### src/rtl/bb_lcd_ctrl.sv
// ---------------------------------------------------------------------------
// bb_lcd_ctrl
// Four-digit BCD run/stop counter driving a static (direct-drive) LCD.
//
// A single active-low pushbutton toggles the counter between STOP and RUN.
// While running, the count advances once per OP_DIV clock cycles. When the
// count passes 9999 it wraps to 0000 and the block parks in OVF until the
// button is pressed again. The LCD backplane is a square wave, and every
// segment is driven in or out of phase with it, so no segment ever sees DC.
//
// Ports
//   osc_sclk  in   1   clock, rising edge
//   rst       in   1   asynchronous reset, active-high
//   nbtn_run  in   1   run/stop pushbutton, active-low, asynchronous
//   clr       in   1   synchronous clear of count, flag and FSM
//   bp        out  1   LCD backplane drive
//   seg       out  28  segment drive, digit i on seg[7i+6:7i], bits g..a
//   bcd       out  16  BCD count, digit i on bcd[4i+3:4i], digit 0 = LSD
//   state     out  2   FSM state: 00 STOP, 01 RUN, 10 OVF
//   ovf       out  1   overflow flag, high while in OVF
// ---------------------------------------------------------------------------
module bb_lcd_ctrl #(
    parameter int DISP_DIV = 32,
    parameter int OP_DIV   = 2048,
    parameter int DEB_LEN  = 16
) (
    input  logic        osc_sclk,
    input  logic        rst,
    input  logic        nbtn_run,
    input  logic        clr,
    output logic        bp,
    output logic [27:0] seg,
    output logic [15:0] bcd,
    output logic [1:0]  state,
    output logic        ovf
);

    typedef enum logic [1:0] {
        ST_STOP = 2'b00,
        ST_RUN  = 2'b01,
        ST_OVF  = 2'b10
    } state_t;

    localparam int DISP_W = (DISP_DIV > 1) ? $clog2(DISP_DIV) : 1;
    localparam int OP_W   = (OP_DIV   > 1) ? $clog2(OP_DIV)   : 1;
    localparam int DEB_W  = (DEB_LEN  > 1) ? $clog2(DEB_LEN)  : 1;

    localparam logic [DISP_W-1:0] DISP_LAST = DISP_W'(DISP_DIV - 1);
    localparam logic [OP_W-1:0]   OP_LAST   = OP_W'(OP_DIV - 1);
    localparam logic [DEB_W-1:0]  DEB_LAST  = DEB_W'(DEB_LEN - 1);

    // Standard 7-segment decode, lit = 1, bit order g..a; non-decimal codes blank.
    function automatic logic [6:0] seg7_decode(input logic [3:0] digit);
        logic [6:0] code;
        case (digit)
            4'd0:    code = 7'h3F;
            4'd1:    code = 7'h06;
            4'd2:    code = 7'h5B;
            4'd3:    code = 7'h4F;
            4'd4:    code = 7'h66;
            4'd5:    code = 7'h6D;
            4'd6:    code = 7'h7D;
            4'd7:    code = 7'h07;
            4'd8:    code = 7'h7F;
            4'd9:    code = 7'h6F;
            default: code = 7'h00;
        endcase
        return code;
    endfunction

    // Decimal ripple increment: a digit advances only when all lower digits were 9.
    function automatic logic [15:0] bcd_inc(input logic [15:0] value);
        logic [15:0] result;
        logic        carry;
        result = value;
        carry  = 1'b1;
        for (int i = 0; i < 4; i++) begin
            if (carry) begin
                if (value[4*i +: 4] == 4'd9) begin
                    result[4*i +: 4] = 4'd0;
                end else begin
                    result[4*i +: 4] = value[4*i +: 4] + 4'd1;
                    carry            = 1'b0;
                end
            end else begin
                result[4*i +: 4] = value[4*i +: 4];
            end
        end
        return result;
    endfunction

    logic              sync1_q, sync1_d;
    logic              sync2_q, sync2_d;
    logic              stable_q, stable_d;
    logic [DEB_W-1:0]  deb_cnt_q, deb_cnt_d;
    logic [DISP_W-1:0] disp_cnt_q, disp_cnt_d;
    logic              bp_q, bp_d;
    logic [OP_W-1:0]   op_cnt_q, op_cnt_d;
    state_t            state_q, state_d;
    logic [15:0]       bcd_q, bcd_d;
    logic              ovf_q, ovf_d;
    logic              press_s;
    logic              tick_s;

    // Button synchronizer and debouncer; press fires on the edge the level falls.
    always_comb begin
        sync1_d   = nbtn_run;
        sync2_d   = sync1_q;
        stable_d  = stable_q;
        deb_cnt_d = '0;
        // The counter tracks how many consecutive samples disagree with the
        // accepted level; any agreeing sample restarts the count.
        if (sync2_q != stable_q) begin
            if (deb_cnt_q == DEB_LAST) begin
                stable_d  = sync2_q;
                deb_cnt_d = '0;
            end else begin
                stable_d  = stable_q;
                deb_cnt_d = deb_cnt_q + DEB_W'(1);
            end
        end else begin
            deb_cnt_d = '0;
        end
        press_s = stable_q & ~stable_d;
    end

    // Backplane prescaler: free-running in every state, bp flips at the wrap.
    always_comb begin
        if (disp_cnt_q == DISP_LAST) begin
            disp_cnt_d = '0;
            bp_d       = ~bp_q;
        end else begin
            disp_cnt_d = disp_cnt_q + DISP_W'(1);
            bp_d       = bp_q;
        end
    end

    // Run/stop/overflow FSM with op prescaler and BCD count; clr beats press beats tick.
    always_comb begin
        state_d  = state_q;
        bcd_d    = bcd_q;
        ovf_d    = ovf_q;
        op_cnt_d = '0;
        tick_s   = (state_q == ST_RUN) && (op_cnt_q == OP_LAST);
        if (clr) begin
            state_d = ST_STOP;
            bcd_d   = 16'h0000;
            ovf_d   = 1'b0;
        end else begin
            case (state_q)
                ST_STOP: begin
                    // op counter stays at zero so the first tick is a full period away
                    if (press_s) begin
                        state_d = ST_RUN;
                    end else begin
                        state_d = ST_STOP;
                    end
                end
                ST_RUN: begin
                    if (press_s) begin
                        // a coincident tick is dropped; the count freezes as shown
                        state_d = ST_STOP;
                    end else if (tick_s) begin
                        op_cnt_d = '0;
                        if (bcd_q == 16'h9999) begin
                            state_d = ST_OVF;
                            bcd_d   = 16'h0000;
                            ovf_d   = 1'b1;
                        end else begin
                            bcd_d = bcd_inc(bcd_q);
                        end
                    end else begin
                        op_cnt_d = op_cnt_q + OP_W'(1);
                    end
                end
                ST_OVF: begin
                    if (press_s) begin
                        state_d = ST_STOP;
                        ovf_d   = 1'b0;
                    end else begin
                        state_d = ST_OVF;
                    end
                end
                default: begin
                    state_d = ST_STOP;
                    bcd_d   = 16'h0000;
                    ovf_d   = 1'b0;
                end
            endcase
        end
    end

    // State registers; reset puts the button path at released and everything else at zero.
    always_ff @(posedge osc_sclk or posedge rst) begin
        if (rst) begin
            sync1_q    <= 1'b1;
            sync2_q    <= 1'b1;
            stable_q   <= 1'b1;
            deb_cnt_q  <= '0;
            disp_cnt_q <= '0;
            bp_q       <= 1'b0;
            op_cnt_q   <= '0;
            state_q    <= ST_STOP;
            bcd_q      <= 16'h0000;
            ovf_q      <= 1'b0;
        end else begin
            sync1_q    <= sync1_d;
            sync2_q    <= sync2_d;
            stable_q   <= stable_d;
            deb_cnt_q  <= deb_cnt_d;
            disp_cnt_q <= disp_cnt_d;
            bp_q       <= bp_d;
            op_cnt_q   <= op_cnt_d;
            state_q    <= state_d;
            bcd_q      <= bcd_d;
            ovf_q      <= ovf_d;
        end
    end

    // Segment drive: decoded digits inverted while bp is high, for zero net DC.
    always_comb begin
        seg = '0;
        for (int i = 0; i < 4; i++) begin
            seg[7*i +: 7] = seg7_decode(bcd_q[4*i +: 4]) ^ {7{bp_q}};
        end
    end

    assign bp    = bp_q;
    assign bcd   = bcd_q;
    assign state = state_q;
    assign ovf   = ovf_q;

endmodule

### config.mk
export PLATFORM = sky130hd
export DESIGN_NAME = bb_lcd_ctrl
export DESIGN_NICKNAME = d
export VERILOG_FILES = /design/src/rtl/bb_lcd_ctrl.sv
export SDC_FILE = /design/constraint.sdc
export NUM_CORES = 1
export LEC_CHECK = 0
export CORE_MARGIN = 4
export CORE_UTILIZATION = 30
export DETAILED_ROUTE_END_ITERATION = 12
export GPL_TIMING_DRIVEN = 0
export PLACE_DENSITY = 0.56
export SLEW_MARGIN = 20
export SYNTH_ARGS = -nofsm -noshare
export SYNTH_HDL_FRONTEND = slang
export SYNTH_SLANG_ARGS = --single-unit
export TNS_END_PERCENT = 20
### constraint.sdc
create_clock -name osc_sclk -period 2.1 [get_ports osc_sclk]
set_input_delay 0.42 -clock osc_sclk [delete_from_list [all_inputs] [get_ports osc_sclk]]
set_output_delay 0.42 -clock osc_sclk [all_outputs]
set_load 0.01 [all_outputs]
==> results of run 1 <==
-- synthesized netlist by cell type, types with 2 or more instances --
master / instances
nand2b_1: 4
nand3_1: 17
ha_1: 24
nor2b_1: 3
buf_1: 3
and3_1: 6
nor2_1: 42
nand3b_1: 4
o21ai_0: 39
a311oi_1: 2
nand2_1: 16
a31oi_1: 4
or3b_1: 2
or3_1: 2
o22ai_1: 10
dfstp_2: 3
o31ai_1: 5
inv_1: 26
xnor2_1: 12
clkbuf_1: 12
dfrtp_1: 40
mux2i_1: 6
o21a_1: 2
xor2_1: 30
mux2_2: 4
o41ai_1: 3
a21oi_1: 11
o211ai_1: 2
-- flip-flops by register name (all words and copies together), names as in the netlist --
name        flops
bcd            16
bp              1
sync2_q         1
disp_cnt_q      5
deb_cnt_q       4
op_cnt_q       11
ovf             1
sync1_q         1
state           2
stable_q        1
-- where the power goes --
part / internal (mW) / switching (mW) / leakage, nW
registers: 0.835 / 0.00783 / 0.555
clock network: 0.385 / 0.289 / 0.0612
logic: 0.0311 / 0.0356 / 1.17
total: 1.25 / 0.333 / 1.79
-- logic make-up (layout without fill, tap and decap cells) --
kind of cell,Yosys count,in the layout,synth area share (%)
AOI/OAI and AO/OA,82,82,16.3
xor gates and xnor gates,42,42,12.3
DFF,43,43,36.1
adders and majority gates,24,24,10.0
muxes,10,10,3.51
and+or+nand+nor,100,100,16.4
buffers and inverters,42,134,5.31
-- through the flow --
stage                     worst slack [ns]  instance area, um^2  TNS, ns
after floorplan                     0.0201                 2990        0
after global placement              -0.617                 3670   -23.24
after detailed placement            -0.619                 3690   -13.37
after CTS                           -0.236                 3960    -2.06
after global routing                -0.202                 4190    -2.80
final                              -0.0954                 4190   -0.295
-- final cells by class --
| cell class | count | area [um^2] | area share (%) |
|---|---|---|---|
| clock inverters | 2 | 35.0 | 0.836 |
| inverters | 26 | 97.6 | 2.33 |
| clock buffers | 6 | 82.6 | 1.97 |
| multi-input cells | 258 | 1940 | 46.4 |
| plain buffers | 16 | 124 | 2.95 |
| well taps | 133 | 166 | 3.97 |
| repair buffers | 84 | 649 | 15.5 |
| flip-flops and latches | 43 | 1090 | 26.1 |
-- layer usage --
metal / share of wire (%) / wire (um) / vias to the layer above
met5: 0 / 0 / -
met4: 0.60 / 44 / 0
met3: 4.7 / 341 / 4
met2: 49 / 3550 / 43
met1: 46 / 3380 / 1268
li1: - / - / 1359
-- worst min path at each step --
stage	to	cells after the start	from
after floorplan	sync2_q	0	sync1_q
after global placement	sync2_q	0	sync1_q
after detailed placement	sync2_q	0	sync1_q
after CTS	sync2_q	0	sync1_q
after global routing	sync2_q	0	sync1_q
final	sync2_q	0	sync1_q
-- cell usage in the layout (no fill, tap or decap), types with 8 or more instances in the layout --
cell type	n
clkdlybuf4s50_1	23
dfrtp_1	29
xor2_1	30
a21oi_1	9
xnor2_1	12
buf_4	33
nand2_1	16
inv_1	21
nand3_1	15
ha_1	16
buf_2	20
nor2_1	38
clkbuf_8	8
clkbuf_2	13
o21ai_0	16
dfrtp_2	11
o21ai_1	21
-- worst max-delay path, stage by stage, from the launching register on --
cell	delay, ns
dfrtp_1	0.42
ha_4	0.16
nand3_2	0.08
or3b_4	0.42
a311oi_4	0.44
nand2b_4	0.25
mux2_4	0.30
-- timing repair --
action / CTS / global route
resized for setup: 147 / 68
endpoints found under the hold margin: 0 / 0
setup endpoints to repair: 56 / 57
gates cloned: 0 / 0
setup buffers: 19 / 13
pin swaps: 9 / 18
==> impl_metrics.tcl, run 1 <==
set metrics [dict create \
    largest_net_degree_at_the_start_of_global_routing 25 \
    hpwlAfterDp_mm 5.07 \
    critPathMaxFanout 6 \
    reg2reg_depth 6 \
    slew_violations 0 \
    pin_count 52 \
    cell_taking_the_most_area_after_synthesis "dfrtp_1" \
    die_ht_um 108 \
    final_net_count 462 \
    num-fill-cells 1000 \
    synth.yosys.seq_area_share_pct 36.1 \
    transition_time_of_the_tightest_slew_check_pin_ns 0.549 \
    synth-edff-count 0 \
    crit-reg2reg-launch "deb_cnt_q[0]" \
    rows 36 \
    startpoint_type "flop" \
    power.ir.vdd_worst_mv 0.386 \
    floorplan.initialDensity_pct 30.7 \
    fin_hold_ws_ns 0.360 \
    max_cap_viol_count 0 \
    antenna_violating_nets_post_route 0 \
    worstSetupEndpoint "bcd[13]" \
    synth_area_leaders "dfrtp_1 33%, ha_1 10%, xor2_1 8.8%" \
    shortest_clock_period_the_worst_path_allows_after_layout_ns 2.20 \
    post-route-util_pct 43.1 \
    grt_setup_unrepaired "true" \
    drc 0 \
    ys_flop_type "dfrtp_1" \
    port_buffers 51 \
    globalRoute.busiestLayer "met2" \
    placeableCoreArea_mm2 0.00973 \
    groute.usage.overall_pct 12.4 \
    inst_count_dp 528 \
    grt.met1_usage_pct 15.7 \
    cell_at_the_root_of_the_clock_tree "clkbuf_8" \
    worstSetupStartpoint "deb_cnt_q[0]" \
    post_synth_inst_count 343 \
    max_clock_freq_ghz 0.455 \
    timing.reg2reg.setup_slack_ns -0.1 \
    final_min_period_over_clock_period_pct 105 \
    globalRouteMet3Util_pct 3.18 \
    grt_pass1_wl_mm 11.9 \
    area.growth.synth_to_final_pct 40.2 \
    wl_per_cell_um 12.9 \
    first_iter_violations 76 \
    crit_type "flop to flop" \
    power.total_mw 1.58 \
    synth.ff_latch_count 43 \
    synthesis.area_per_instance_um2 8.72 \
    finClkSkew_ns 0.00564 \
    cts_tree "yes" \
    die_w_um 108 \
    grt_pass1_vias 2563 \
    timing.max_slew.rel_slack_pct 63.2 \
    drt_wl_total_mm 7.32 \
    mappedNetlistArea_mm2 0.00299 \
    synthesis.nets 371 \
    synth_top_area_share_pct 33.5 \
    power-per-cell-area_mw_per_mm2 378 \
    ys_types 37 \
    post_cts_hold_buffer_count 0 \
    cts-buffers-inserted 5 \
    setup_viol 6 \
    power.leakage_nw 1.79 \
    run_status "complete, but fails checks" \
    design.die.area_mm2 0.0116 \
    detailed_route_vias_per_instance 4.71 \
    ys.warnings.count 0 \
    ctsLongestPathBuffers 2 \
    worst_hold_path_type "flop to flop" \
    fin_ws_ns -0.0954 \
    ys_async_sr_fraction_pct 100 \
    cts.sink_count 43 \
    cp_data_required_time_ns 2.28 \
    share_of_layout_cells_above_drive_strength_1_pct 32.4 \
    grt_use_met2_pct 21.4 \
    gp_routability_congestion 0.789 \
    layout.cells.non_filler 568 \
    drt_first_pass_iters 4 \
    critical_path.reg2reg.endpoint "bcd[13]" \
    insertion_delay_ns 0.30 \
    h-tree-depth 2 \
    grt_remaining_overflow 0 \
    num_vias 2674 \
    end_kind "flop" \
    failed_checks "setup timing" \
    crit_arrival_ns 2.38 \
    hold_viol_final 0 \
    clkTransAtPathRegs_ns 0.08 \
    antenna_found_initial 0 \
    antenna-diode-count 0 \
]
Note: power is estimated with default switching activity, not from simulation.
==> run 2, diff against run 1 <==
Settings changed: CELL_PAD_IN_SITES_DETAIL_PLACEMENT from default to 1, CELL_PAD_IN_SITES_GLOBAL_PLACEMENT from default to 1, PLACE_DENSITY 0.56 to 0.7.
==> run 2 against run 1 <==
Compared with the run above: flip-flop and latch count unchanged; the run still ends with setup timing left; register-to-register slack better by 0.09 ns; sequential share of layout area down 0.41 points; power down 9.0%; non-clock buffer count unchanged; first-iteration DRC count up 26%; die area unchanged; cell area up 1.7%; critical path depth unchanged; sequential power about the same.
==> impl_metrics.tcl, run 2 (synthesis results as in run 1) <==
set metrics [dict create \
    grt_remaining_overflow 0 \
    worstPathCellList "ha_4 > nand3_4 > or3b_4 > a311oi_4 > nand2b_4 > mux2_4" \
    max_clock_freq_ghz 0.474 \
    hold_viol_final 0 \
    final_min_period_over_clock_period_pct 100 \
    fin_ws_ns -0.00950 \
    worst-path-buf-inv 0 \
    route.top_layer_used "met4" \
    port_buffers 51 \
    end_kind "flop" \
    h-tree-depth 2 \
    timing.critical_path.slowest_stage_cell "or3b_4" \
    largest_register_ff_count 16 \
    pin_count 52 \
    shortest_clock_period_the_worst_path_allows_after_layout_ns 2.11 \
    sum_neg_setup_slack_ns -0.0175 \
    final_cell_mix "36 x nor2_1, 32 x buf_4, 30 x xor2_1" \
    cts.sink_count 43 \
    startpoint_type "flop" \
    share_of_layout_cells_above_drive_strength_1_pct 37.2 \
    die_w_um 108 \
    wl_met2_mm 4.52 \
    cell_at_the_root_of_the_clock_tree "clkbuf_8" \
    slew_violations 0 \
    num_vias 2752 \
    largest_net_degree_at_the_start_of_global_routing 28 \
    placeableCoreArea_mm2 0.00973 \
    insertion_delay_ns 0.30 \
    preCtsSetupSlack_ns -0.662 \
    drc 0 \
    ctsLongestPathBuffers 2 \
    die_ht_um 108 \
    finClkSkew_ns 0.0121 \
    antenna-diode-count 0 \
    design_area_mm2 0.00426 \
    drt_wl_total_mm 8.66 \
    timing.max_slew.rel_slack_pct 59.9 \
    gp_routability_congestion 0.778 \
    detailed_route_vias_per_instance 4.85 \
    worst_path_largest_cell_delay_ns 0.43 \
    postPlaceCellArea_mm2 0.00369 \
    commonest_non_fill_non_tap_cell_in_the_layout "nor2_1" \
    run_status "complete, but fails checks" \
    cts_tree "yes" \
    met3_length_um 288 \
    wl_per_cell_um 15.3 \
    detail_route.wirelength.met1_mm 3.79 \
    groute.usage.overall_pct 14.4 \
    worst_hold_path_type "flop to flop" \
    design.die.area_mm2 0.0116 \
    num-fill-cells 1168 \
    clkTransAtPathRegs_ns 0.09 \
    transition_time_of_the_tightest_slew_check_pin_ns 0.598 \
    critPathMaxFanout 6 \
    floorplan.initialDensity_pct 30.7 \
    rows 36 \
    antenna_found_initial 0 \
    area.growth.synth_to_final_pct 42.5 \
    cp_data_required_time_ns 2.28 \
    power.leakage_nw 1.78 \
    crit_type "flop to flop" \
    grt_pass1_vias 2877 \
    failed_checks "setup timing" \
    final_net_count 462 \
    cts-buffers-inserted 5 \
    first_iter_violations 96 \
    crit_arrival_ns 2.29 \
    max_cap_viol_count 0 \
    grt_pass1_wl_mm 13.9 \
    cp_top_family "simple AND/OR/NAND/NOR gates" \
    drt_first_pass_iters 4 \
    hpwlAfterDp_mm 5.75 \
    power.ir.vdd_worst_mv 0.220 \
    antenna_violating_nets_post_route 0 \
    power.total_mw 1.44 \
    setup_viol 2 \
    post-route-util_pct 43.8 \
    power-per-cell-area_mw_per_mm2 338 \
    grt_setup_unrepaired "true" \
]
run 2: cell types whose count changed in the layout (fill, tap and decap cells not counted), moves of 3 or more:
cell / previous run / this run
buf_2: 20 / 23
buf_6: 1 / 5
clkbuf_2: 13 / 10
clkbuf_8: 8 / 5
ha_1: 16 / 7
ha_2: 5 / 9
ha_4: 3 / 8
inv_1: 21 / 11
inv_2: 5 / 15
run 2: worst reg2reg max path: stages, from the launching register on:
cell      delay [ns]
dfrtp_2         0.42
ha_4            0.17
nand3_4         0.07
or3b_4          0.43
a311oi_4        0.36
nand2b_4        0.24
mux2_4          0.30
run 2: timing repair:
| item | in CTS | in global routing |
|---|---|---|
| endpoints found under the setup margin | 57 | 45 |
| pin swaps | 10 | 31 |
| resized for setup | 164 | 83 |
| hold buffers | 0 | 0 |
| gates cloned | 0 | 1 |
| setup buffers | 17 | 14 |
run 2: per-layer routing:
metal,vias to the layer above,global-route usage (%)
met1,1343,18.1
li1,1361,-
met5,-,0
met3,6,2.40
met4,0,3.34
met2,42,25.8
run 2: final timing paths:
path,from,endpoint,slack [ns],depth (start not counted)
hold reg to reg,sync1_q,sync2_q,0.36,0
max in group asynchronous,rst,bcd[12],1.19,3
min in group asynchronous,rst,ovf,0.41,2
setup reg to reg,deb_cnt_q[0],bcd[13],-0.009,6
hold / removal,sync1_q,sync2_q,0.36,0
setup / recovery,deb_cnt_q[0],bcd[13],-0.009,6
run 2: power breakdown:
part | switching, mW | internal [mW]
registers | 0.00850 | 0.836
logic | 0.0379 | 0.0368
clock network | 0.288 | 0.234
run 2: layout make-up:
type | instances | area (um^2) | area share [%]
multi-input combinational | 258 | 2040 | 47.7
sequential | 43 | 1090 | 25.7
timing repair buffer | 84 | 674 | 15.8
tap | 133 | 166 | 3.90
buffer | 16 | 114 | 2.67
inverter | 26 | 97.6 | 2.29
clock buffer | 7 | 76.3 | 1.79
clock inverter | 1 | 5.00 | 0.117
run 2: through the flow:
stage	instances	hold slack, ns
floorplan	343	0.345
global placement	527	0.348
detailed placement	528	0.347
CTS	553	0.358
global route	568	0.367
finish	568	0.358
